File: config.mk
export PLATFORM = sky130hd
export DESIGN_NAME = ant_colony_arbiter
export DESIGN_NICKNAME = d
export VERILOG_FILES = /design/src/rtl/ant_pkg.sv /design/src/rtl/ant_rr_pick.sv /design/src/rtl/ant_colony_arbiter.sv
export SDC_FILE = /design/constraint.sdc
export NUM_CORES = 1
export LEC_CHECK = 0
export BUFFER_PORTS_ARGS = -buffer_cell sky130_fd_sc_hd__buf_2
export CORE_ASPECT_RATIO = 0.9
export CORE_MARGIN = 3
export CORE_UTILIZATION = 30
export DETAILED_ROUTE_END_ITERATION = 6
export PLACE_DENSITY = 0.49
export SLEW_MARGIN = 30
export SYNTH_ARGS = -nofsm -noshare
export SYNTH_HDL_FRONTEND = slang
export SYNTH_SLANG_ARGS = --single-unit
File: constraint.sdc
create_clock -name clk -period 2.95 [get_ports clk]
set_input_delay 0.4425 -clock clk [delete_from_list [all_inputs] [get_ports clk]]
set_output_delay 0.4425 -clock clk [all_outputs]
set_load 0.02 [all_outputs]
File: src/rtl/ant_pkg.sv
// rtl/ant_pkg.sv - shared move codes, FSM states and pheromone masking helper
package ant_pkg;

    typedef enum logic [1:0] {
        MOVE_HALT    = 2'b00,
        MOVE_RIGHT   = 2'b01,
        MOVE_LEFT    = 2'b10,
        MOVE_FORWARD = 2'b11
    } move_e;

    typedef enum logic {
        ST_IDLE  = 1'b0,
        ST_ISSUE = 1'b1
    } state_e;

    // Applied per pheromone bit so it works for any PH_WIDTH.
    function automatic logic ph_keep(input logic ph_bit, input logic budget_ok);
        return ph_bit & budget_ok;
    endfunction

endpackage

File: src/rtl/ant_rr_pick.sv
// rtl/ant_rr_pick.sv - combinational round-robin picker starting at rr_ptr
module ant_rr_pick #(
    parameter int N_ANTS = 4
) (
    input  logic [N_ANTS-1:0]         req,
    input  logic [$clog2(N_ANTS)-1:0] rr_ptr,
    output logic                      any,
    output logic [$clog2(N_ANTS)-1:0] idx
);
    localparam int IW = $clog2(N_ANTS);

    assign any = |req;

    // Walk offsets from farthest to nearest so the closest requester wins.
    always_comb begin
        int j;
        j   = 0;
        idx = '0;
        for (int k = N_ANTS - 1; k >= 0; k--) begin
            j = (int'(rr_ptr) + k) % N_ANTS;
            if (req[j[IW-1:0]]) idx = IW'(j);
        end
    end

endmodule

File: src/rtl/ant_colony_arbiter.sv
// rtl/ant_colony_arbiter.sv - round-robin arbiter sharing the world actuator port
module ant_colony_arbiter
    import ant_pkg::*;
#(
    parameter int N_ANTS      = 4,
    parameter int PH_WIDTH    = 2,
    parameter int STALL_LIMIT = 16,
    parameter int PH_BUDGET   = 8
) (
    input  logic                         clk,
    input  logic                         rst,
    input  logic [N_ANTS-1:0]            req,
    input  logic [2*N_ANTS-1:0]          move_in,
    input  logic [PH_WIDTH*N_ANTS-1:0]   ph_in,
    input  logic                         ph_refill,
    output logic [N_ANTS-1:0]            gnt,
    output logic                         world_valid,
    input  logic                         world_ready,
    output logic [$clog2(N_ANTS)-1:0]    world_ant,
    output logic [1:0]                   world_move,
    output logic [PH_WIDTH-1:0]          world_ph,
    output logic [N_ANTS-1:0]            stalled,
    output logic                         ph_empty
);
    localparam int IW = $clog2(N_ANTS);
    localparam int SW = $clog2(STALL_LIMIT + 1);
    localparam int BW = $clog2(PH_BUDGET + 1);

    state_e              state_q, state_d;
    logic [IW-1:0]       rr_ptr_q, rr_ptr_d;
    logic [IW-1:0]       world_ant_q, world_ant_d;
    logic [1:0]          world_move_q, world_move_d;
    logic [PH_WIDTH-1:0] world_ph_q, world_ph_d;
    logic [BW-1:0]       budget_q, budget_d;

    logic                pick_any;
    logic [IW-1:0]       pick_idx;
    logic [PH_WIDTH-1:0] ph_masked;
    logic                hs;

    ant_rr_pick #(.N_ANTS(N_ANTS)) u_pick (
        .req    (req),
        .rr_ptr (rr_ptr_q),
        .any    (pick_any),
        .idx    (pick_idx)
    );

    assign world_valid = (state_q == ST_ISSUE);
    assign world_ant   = world_ant_q;
    assign world_move  = world_move_q;
    assign world_ph    = world_ph_q;
    assign ph_empty    = (budget_q == '0);
    assign hs          = world_valid && world_ready;

    always_comb begin
        gnt = '0;
        if (hs) gnt[world_ant_q] = 1'b1;
    end

    // Masking is frozen at latch time; a later refill cannot unmask the transfer.
    always_comb begin
        ph_masked = '0;
        for (int b = 0; b < PH_WIDTH; b++) begin
            ph_masked[b] = ph_keep(ph_in[int'(pick_idx)*PH_WIDTH + b], budget_q != '0);
        end
    end

    always_comb begin
        state_d      = state_q;
        rr_ptr_d     = rr_ptr_q;
        world_ant_d  = world_ant_q;
        world_move_d = world_move_q;
        world_ph_d   = world_ph_q;
        case (state_q)
            ST_IDLE: begin
                if (pick_any) begin
                    state_d      = ST_ISSUE;
                    world_ant_d  = pick_idx;
                    world_move_d = move_in[2*int'(pick_idx) +: 2];
                    world_ph_d   = ph_masked;
                end
            end
            ST_ISSUE: begin
                if (hs) begin
                    state_d  = ST_IDLE;
                    rr_ptr_d = (world_ant_q == IW'(N_ANTS - 1)) ? '0 : world_ant_q + IW'(1);
                end
            end
            default: state_d = ST_IDLE;
        endcase
    end

    always_comb begin
        budget_d = budget_q;
        if (ph_refill) begin
            budget_d = BW'(PH_BUDGET);
        end else if (hs && world_ph_q != '0 && budget_q != '0) begin
            budget_d = budget_q - BW'(1);
        end
    end

    always_ff @(posedge clk or posedge rst) begin
        if (rst) begin
            state_q      <= ST_IDLE;
            rr_ptr_q     <= '0;
            world_ant_q  <= '0;
            world_move_q <= MOVE_HALT;
            world_ph_q   <= '0;
            budget_q     <= BW'(PH_BUDGET);
        end else begin
            state_q      <= state_d;
            rr_ptr_q     <= rr_ptr_d;
            world_ant_q  <= world_ant_d;
            world_move_q <= world_move_d;
            world_ph_q   <= world_ph_d;
            budget_q     <= budget_d;
        end
    end

    for (genvar i = 0; i < N_ANTS; i++) begin : g_stall
        logic [SW-1:0] cnt_q, cnt_d;

        always_comb begin
            cnt_d = cnt_q;
            if (hs && world_ant_q == IW'(i)) begin
                if (world_move_q == MOVE_HALT) begin
                    if (cnt_q != SW'(STALL_LIMIT)) cnt_d = cnt_q + SW'(1);
                end else begin
                    cnt_d = '0;
                end
            end
        end

        always_ff @(posedge clk or posedge rst) begin
            if (rst) cnt_q <= '0;
            else     cnt_q <= cnt_d;
        end

        assign stalled[i] = (cnt_q == SW'(STALL_LIMIT));
    end

endmodule

# Word-level counts from Yosys, hierarchy flattened
# Index checks and enable logic that the tools add are counted.
dict set report word_totals {
  output_inout_bits 16
  inputBits 24
  regBits 33
  wordCells 102
}
dict set report classes {
  n_reduce_logical 21
  n_mux 34
  eq_ne 15
  shift 1
  n_lt_le_gt_ge 8
  bitwise 3
  add_sub_neg 10
}
# op n
set ops {}
lappend ops {{2-to-1 mux 5 bit} 8}
lappend ops {{adder 5 x 1 -> 5 bit (second input constant)} 4}
lappend ops {{equality test 5 bit (second input constant)} 4}
lappend ops {{!= test 5 bit (second input constant)} 4}
lappend ops {{less-than comparator 2 x 3 -> 1 bit (second input constant)} 5}
lappend ops {{2-to-1 mux 4 bit} 3}
lappend ops {{AND reduction 2 bit} 6}
lappend ops {{binary-select mux 1 bit (select 2 bit)} 5}
lappend ops {{2-to-1 mux 1 bit} 10}
lappend ops {{2-to-1 mux 2 bit} 5}
lappend ops {{logical AND 1 bit} 8}
lappend ops {{!= test 2 x 1 -> 1 bit (second input constant)} 4}
lappend ops {{variable part select 8 x 4 -> 2 bit} 1}
lappend ops {{adder 2 x 1 -> 2 bit (second input constant)} 2}
lappend ops {{adder 2 bit (second input constant)} 2}
lappend ops {{adder 3 x 1 -> 4 bit (second input constant)} 1}
lappend ops {{equality test 2 bit (second input constant)} 2}
lappend ops {{zero test 2 bit} 2}
lappend ops {{zero test 4 bit} 1}
lappend ops {{less-than comparator 3 x 4 -> 1 bit (second input constant)} 1}
lappend ops {{less-than comparator 4 bit (second input constant)} 1}
lappend ops {{nonzero test 2 bit} 2}
lappend ops {{nonzero test 4 bit} 1}
lappend ops {{OR reduction 4 bit} 1}
lappend ops {{8 further kinds} 9}

# Logic depth before layout (Yosys ltp)
# Gate-level depths: netlist of run 1.
dict set report depth {
  ltp_word 12
  mapped_depth 7
}

# By module
# From an unflattened synthesis of run 1, not the netlist that was laid out.
dict set report hier_totals {
  hier_cells 201
  hier_area_um2 1950.6
}
# mod n_inst area_each_um2 cells_each seq_area_each_um2
set modules_own_cells {}
lappend modules_own_cells {ant_colony_arbiter 1 1873.0 188 827.0}
lappend modules_own_cells {ant_rr_pick 1 77.6 13 0.0}

# Least setup slack after synthesis of run 1
# Ideal clock, no wire load.
dict set report synth_path {
  path_type {register -> register}
  startpoint {reg budget_q[0]}
  endpoint {reg budget_q[2]}
  slack_ps 1093
  n_path_buf 0
  arrival_time_ps 1739
  t_required_ps 2832
  path_stages_with_launch 8
  path_cell_list {dfrtp_1 -> inv_1 -> ha_1 -> nor3b_1 -> nor3_2 -> nand2_1 -> xor2_1 -> nor2_1}
}
dict set report synth_between {
  elab_chain_cells 3
  word_cells_on_any_way 6
}
# element line_no
set synth_rtl {}
lappend synth_rtl {{start, declared} ant_colony_arbiter.sv:34} ;# logic [BW-1:0] budget_q, budget_d;
lappend synth_rtl {{start signal, assigned} ant_colony_arbiter.sv:109} ;# budget_q <= BW'(PH_BUDGET);
lappend synth_rtl {{start signal, assigned} ant_colony_arbiter.sv:116} ;# budget_q <= budget_d;
lappend synth_rtl {{subtractor 4 x 1 -> 4 bit or nonzero test 4 bit (tied branches)} {ant_colony_arbiter.sv:98, ant_colony_arbiter.sv:97}}
lappend synth_rtl {{2-to-1 mux 4 bit or logical AND 1 bit (tied branches)} ant_colony_arbiter.sv:97} ;# end else if (hs && world_ph_q != '0 && budget_q != '0) begin
lappend synth_rtl {{2-to-1 mux 4 bit or nonzero test 2 bit (tied branches)} -}
# Parallel ways exist; a longest one is shown, timed or not. The select of a mux whose other input is x is not followed.
# A chain may end at the register's enable or synchronous reset.

# Worst setup path in the final report of run 1
dict set report layout_path {
  startpoint {reg budget_q[0]}
  endpoint {out ph_empty}
}
dict set report layout_between {
  elab_chain_cells 1
}
# element line_no
set layout_rtl {}
lappend layout_rtl {{zero test 4 bit} ant_colony_arbiter.sv:52} ;# assign ph_empty = (budget_q == '0);
lappend layout_rtl {{end, declared} ant_colony_arbiter.sv:23} ;# output logic ph_empty
# No other way between the ends.

==> impl_metrics.toml, run 1 <==
[sta]
setup_viol = 0
rsz0062_at_grt = "no"
period_minus_slack_ns = 2.07
timing.slew.headroom_pct = 62.9
worst_slew_pin_slew_ns = 0.555
finalSetupTns_ns = 0
period_share_pct = 70.0
fmax_mhz = 484
slew_viol_final = 0
hold_violations = 0
clock_skew_ns = 0.00622

[detailed_routing]
wire_per_inst_um = 12.0
vias = 1663
via_per_inst = 4.68
drcViolationCount = 0
drt_iter0_markers = 57
drtAntennaViolNets = 0
first_pass_iters = 4
wirelength_mm = 4.26

[run_status]
status = "complete, no violations"

[layout]
final_nets = 305
n_antenna_cell = 0
areaGrowthSynthToFinish_pct = 19.1
drive_above_1_share_pct = 23.5
final_common_cell = "nand2_1"
most-common-layout-cells = "45 x nand2_1, 39 x buf_2, 32 x dfrtp_1"
final_cells = 355
postLayoutCoreUtil_pct = 37.6

[place]
port_buffers = 39
dp.cells = 347
place.gp.congestion = 0.822
hpwl_mm = 3.34

[power]
p_int_mw = 0.989
comb_power_share_pct = 38.2
power_frac_seq_pct = 41.8
switchingPower_mw = 0.636
power.share.clock_pct = 20.0
swShare_pct = 39.1
leakagePower_nw = 1.10
max-vdd-ir-drop_mv = 0.264
power_density_nw_per_um2 = 691

[setup_path]
crit_type = "register to primary output"
crit_path_end_kind = "primary output"
worstPathArrival_ns = 1.62
ff2ff_path_depth = 5
cp_max_fo = 3
r2r-start = "rr_ptr_q[1]$_DFFE_PP0P_"
r2r-end = "world_move[0]$_DFFE_PP0P_"
cp.required_ns = 2.51
reg2reg_slack_ns = 1.15
cpMaxStageDelayCell = "nor3b_1"
crit_path_start_kind = "register"
slowest_delay_ns = 0.46
path_cells = "inv_1, ha_1, nor3b_1, buf_2"

[clock_tree]
post-cts-setup-buffers = 0
htreeDepth = 2
cts_sinks = 33
clk_pin_slew_worst_paths_ns = 0.07
cts-root-buf = "clkbuf_8"
cts_resized = 0
clk_path_buf_depth = 2
clk_latency_ns = 0.28
numCtsBuffers = 5
cts_tree = "done"
cts_hold_buf = 0

[synth]
ys_ff_latch = 33
synthesis.area_um2 = 1970
synth_edf_count = 0
synth.distinct_cells = 40
synthFlopType = "dfrtp_1"
postSynthCellCount = 223
synth_nets = 261
synthArstFlopShare_pct = 100
synth.yosys.seq_area_share_pct = 41.9
avgSynthCellArea_um2 = 8.85
yosys_warnings = 0

[hold_path]
hold_path.class = "primary input to asynchronous set/reset pin"

[floorplanning]
rows = 27
ios = 40
die_h_um = 82.9
start_util_pct = 31.6
fp.dieW_um = 91.5
coreArea_um2 = 6250
die_area_um2 = 7590

[global_route]
grt_usage_pct = 12.3
grt_overflow = 0
grt_max_degree = 28
grt_antenna_before_repair = 0
grt_pass1_wl_mm = 7.67
grt_pass1_vias = 1669

[job]
max_cap_violations = 0
==> layout make-up <==
| class | count | area (µm²) |
|---|---|---|
| fill | 673 | 3900 |
| timing repair buffer | 40 | 203 |
| clock buffer | 8 | 80.1 |
| tap | 87 | 109 |
| inverter | 21 | 78.8 |
| sequential | 33 | 827 |
| multi-input combinational | 166 | 1050 |
==> cell families after synthesis <==
family          after synthesis  synth area share, %
xor+xnor                      3                 1.33
buf+inv                      24                 4.76
fa+ha+maj                    14                 8.88
flops                        33                 41.9
mux                           9                 4.82
simple gates                 92                 21.6
compound gates               48                 16.7
==> how the worst max path moves through the flow <==
stage	from	endpoint	slack (ns)	depth (start not counted)
detailed placement	req[1]	world_move[0]$_DFFE_PP0P_	1.06	6
global placement	req[2]	world_ph[0]$_DFFE_PP0P_	1.10	6
floorplan	budget_q[0]$_DFFE_PP0P_	budget_q[2]$_DFFE_PP0P_	1.09	7
global route	budget_q[0]$_DFFE_PP0P_	ph_empty	0.79	4
finish	budget_q[0]$_DFFE_PP0P_	ph_empty	0.88	4
CTS	budget_q[0]$_DFFE_PP0P_	ph_empty	0.85	4
==> cells in the mapped netlist, types with 2 or more instances <==
library cell,number,area (µm²)
nand2_1,45,169
dfrtp_1,32,801
inv_1,17,63.8
nor3_1,17,85.1
ha_1,14,175
o21ai_1,13,65.1
a21oi_1,10,50.1
nand3_1,9,45.0
nor2_1,6,22.5
mux2i_1,5,50.1
a22o_1,4,35.0
inv_2,4,15.0
mux2_2,4,45.0
o21ai_0,4,20.0
a211oi_1,3,22.5
nor3b_1,3,22.5
o211ai_1,3,22.5
a221oi_2,2,30.0
and3_1,2,12.5
clkbuf_1,2,7.51
nand2b_1,2,12.5
o21a_2,2,17.5
or2_1,2,12.5
xor2_1,2,17.5
==> per-stage QoR <==
step | setup slack (ns) | hold slack [ns] | area, µm² | power [mW]
finish | 0.884 | 0.0849 | 2350 | 1.62
global route | 0.787 | 0.119 | 2350 | 1.76
floorplan | 1.09 | 0.477 | 1970 | 1.13
detailed placement | 1.06 | 0.399 | 2270 | 1.32
global placement | 1.10 | 0.392 | 2270 | 1.31
CTS | 0.850 | 0.0873 | 2350 | 1.65
==> layer usage <==
layer	part of all wire, %	track usage, %	vias up
met2	41	18.6	36
li1	-	-	861
met3	5.7	3.71	8
met1	51	16.2	758
met5	0	0	-
met4	1.6	4.79	0
==> flip-flops by register name (all words and copies together) (netlist names) <==
| register | count |
|---|---|
| world_valid | 1 |
| world_ant | 2 |
| world_ph | 2 |
| rr_ptr_q | 2 |
| g_stall.cnt_q | 20 |
| budget_q | 4 |
| world_move | 2 |
==> power by group through the flow <==
stage | clock (mW) | combinational [mW] | sequential, mW
floorplan | 0 | 0.424 | 0.703
global placement | 0 | 0.621 | 0.686
detailed placement | 0 | 0.631 | 0.685
CTS | 0.340 | 0.631 | 0.680
global route | 0.357 | 0.703 | 0.703
finish | 0.324 | 0.621 | 0.679
==> worst max-delay path: cells and delay by family (launching register included) <==
family | cells | cell delay (ns)
adders and majority gates | 1 | 0.13
and+or+nand+nor | 1 | 0.46
buffers and inverters | 2 | 0.36
DFF | 1 | 0.40
Note: power is estimated with default switching activity, not from simulation.
==> run 2: changes to the inputs <==
--- a/config.mk
+++ b/config.mk
@@ -10,7 +10,7 @@
 export CORE_MARGIN = 3
 export CORE_UTILIZATION = 30
 export DETAILED_ROUTE_END_ITERATION = 6
-export PLACE_DENSITY = 0.49
+export PLACE_DENSITY = 0.51
 export SLEW_MARGIN = 30
 export SYNTH_ARGS = -nofsm -noshare
 export SYNTH_HDL_FRONTEND = slang
==> constraint.sdc (replaced) <==
create_clock -name clk -period 1.9 [get_ports clk]
set_input_delay 0.285 -clock clk [delete_from_list [all_inputs] [get_ports clk]]
set_output_delay 0.285 -clock clk [all_outputs]
set_load 0.02 [all_outputs]
==> impl_metrics.toml, run 2 (same netlist as run 1, synthesis figures left out) <==
[sta]
period_minus_slack_ns = 1.77
timing.slew.headroom_pct = 66.2
setup_viol = 0
worst_slew_pin_slew_ns = 0.506
fmax_mhz = 565
finalSetupTns_ns = 0
period_share_pct = 93.2
rsz0062_at_grt = "no"
hold_violations = 0
setup_ws_ns = 0.129
clock_skew_ns = 0.00973
slew_viol_final = 0

[global_route]
grt_antenna_before_repair = 0
grt_overflow = 0
grt_pass1_wl_mm = 7.47
grt_pass1_vias = 1623
grt_usage_pct = 12.0
grt_max_degree = 27

[layout]
largest_reg_flops = 20
areaGrowthSynthToFinish_pct = 22.8
top_regs = "g_stall.cnt_q (20), budget_q (4)"
final_common_cell = "nand2_1"
most-common-layout-cells = "45 x nand2_1, 39 x buf_2, 32 x dfrtp_1"
regMostFlops = "g_stall.cnt_q"
final_nets = 311
drive_above_1_share_pct = 26.3
n_antenna_cell = 0

[place]
place.gp.congestion = 0.808
port_buffers = 39
hpwl_mm = 3.37
pre_cts_ws_ns = 0.167

[floorplanning]
start_util_pct = 31.6
die_area_um2 = 7590
die_h_um = 82.9
ios = 40
fp.dieW_um = 91.5
rows = 27
coreArea_um2 = 6250

[clock_tree]
numCtsBuffers = 5
htreeDepth = 2
post-cts-setup-buffers = 0
clk_path_buf_depth = 2
clk_pin_slew_worst_paths_ns = 0.08
cts-root-buf = "clkbuf_8"
clk_latency_ns = 0.29
cts_sinks = 33
cts_tree = "done"

[setup_path]
crit_type = "register to primary output"
crit_path_start_kind = "register"
cp_max_fo = 3
worstPathArrival_ns = 1.49
cp.required_ns = 1.62
crit_path_end_kind = "primary output"

[run_status]
status = "complete, no violations"

[power]
leakagePower_nw = 1.14
max-vdd-ir-drop_mv = 0.584
power_density_nw_per_um2 = 1070
finalPower_mw = 2.59

[job]
max_cap_violations = 0

[detailed_routing]
via_per_inst = 4.65
drcViolationCount = 0
first_pass_iters = 4
drt_iter0_markers = 36
wire_per_inst_um = 12.0
drtAntennaViolNets = 0
wirelength_mm = 4.35
vias = 1680

[hold_path]
hold_path.class = "primary input to register"
-- run 2: cell types whose count changed in the layout (fill, tap and decap cells not counted), sizes merged --
cell         previous run  this run
buf                    40        45
clkbuf                  8         5
clkinv                  0         2
clkinvlp                0         1
dlygate4sd3             0         1
-- run 2: path summary, 6_finish.rpt --
check | end | from | cells past startpoint | slack, ns
min reg2reg | g_stall[0].cnt_q[2]$_DFFE_PP0P_ | g_stall[0].cnt_q[2]$_DFFE_PP0P_ | 1 | 0.52
max | stalled[0] | g_stall[0].cnt_q[0]$_DFFE_PP0P_ | 5 | 0.13
min | budget_q[0]$_DFFE_PP0P_ | ph_refill | 2 | 0.19
min in group asynchronous | g_stall[3].cnt_q[1]$_DFFE_PP0P_ | rst | 3 | 0.51
max reg2reg | budget_q[2]$_DFFE_PP0P_ | budget_q[0]$_DFFE_PP0P_ | 8 | 0.26
max in group asynchronous | budget_q[3]$_DFFE_PP1P_ | rst | 4 | 0.85
-- run 2: power breakdown --
group	internal [mW]	switching, mW	total (mW)
Sequential	0.877	0.178	1.05
Combinational	0.437	0.569	1.01
Clock	0.253	0.276	0.529
-- run 2: metrics by stage --
step                      std cells  hold slack (ns)  area, µm²  util (%)
final                           361            0.191       2420      38.8
after CTS                       361            0.178       2420      38.7
after global placement          352            0.276       2320      37.1
after detailed placement        352            0.280       2320      37.1
after floorplan                 223            0.351       1970         -
after global routing            361            0.197       2420      38.8
-- run 2: cell type report --
cell class	count	area [µm²]
Multi-Input combinational cell	166	1060
Tap cell	87	109
Sequential cell	33	827
Timing Repair Buffer	46	263
Inverter	21	78.8
Clock buffer	5	68.8
Fill cell	647	3830
Clock inverter	3	17.5
-- run 2: critical path, stage by stage (launching register included) --
cell	delay (ns)
dfrtp_1	0.41
inv_1	0.09
ha_1	0.15
nand2_1	0.05
nor3_1	0.26
buf_2	0.23
-- run 2: timing repair --
item                                    CTS  global route
endpoints found under the hold margin     7             0
endpoints found under the setup margin    0             2
hold buffers                              1             0
gates resized for setup                   0             1
-- run 2: layer usage --
layer  routed length (µm)  GRT usage [%]
met1                 2120           15.8
met2                 1900           18.6
met3                  255           3.53
met4                   68           4.25
met5                    0              0
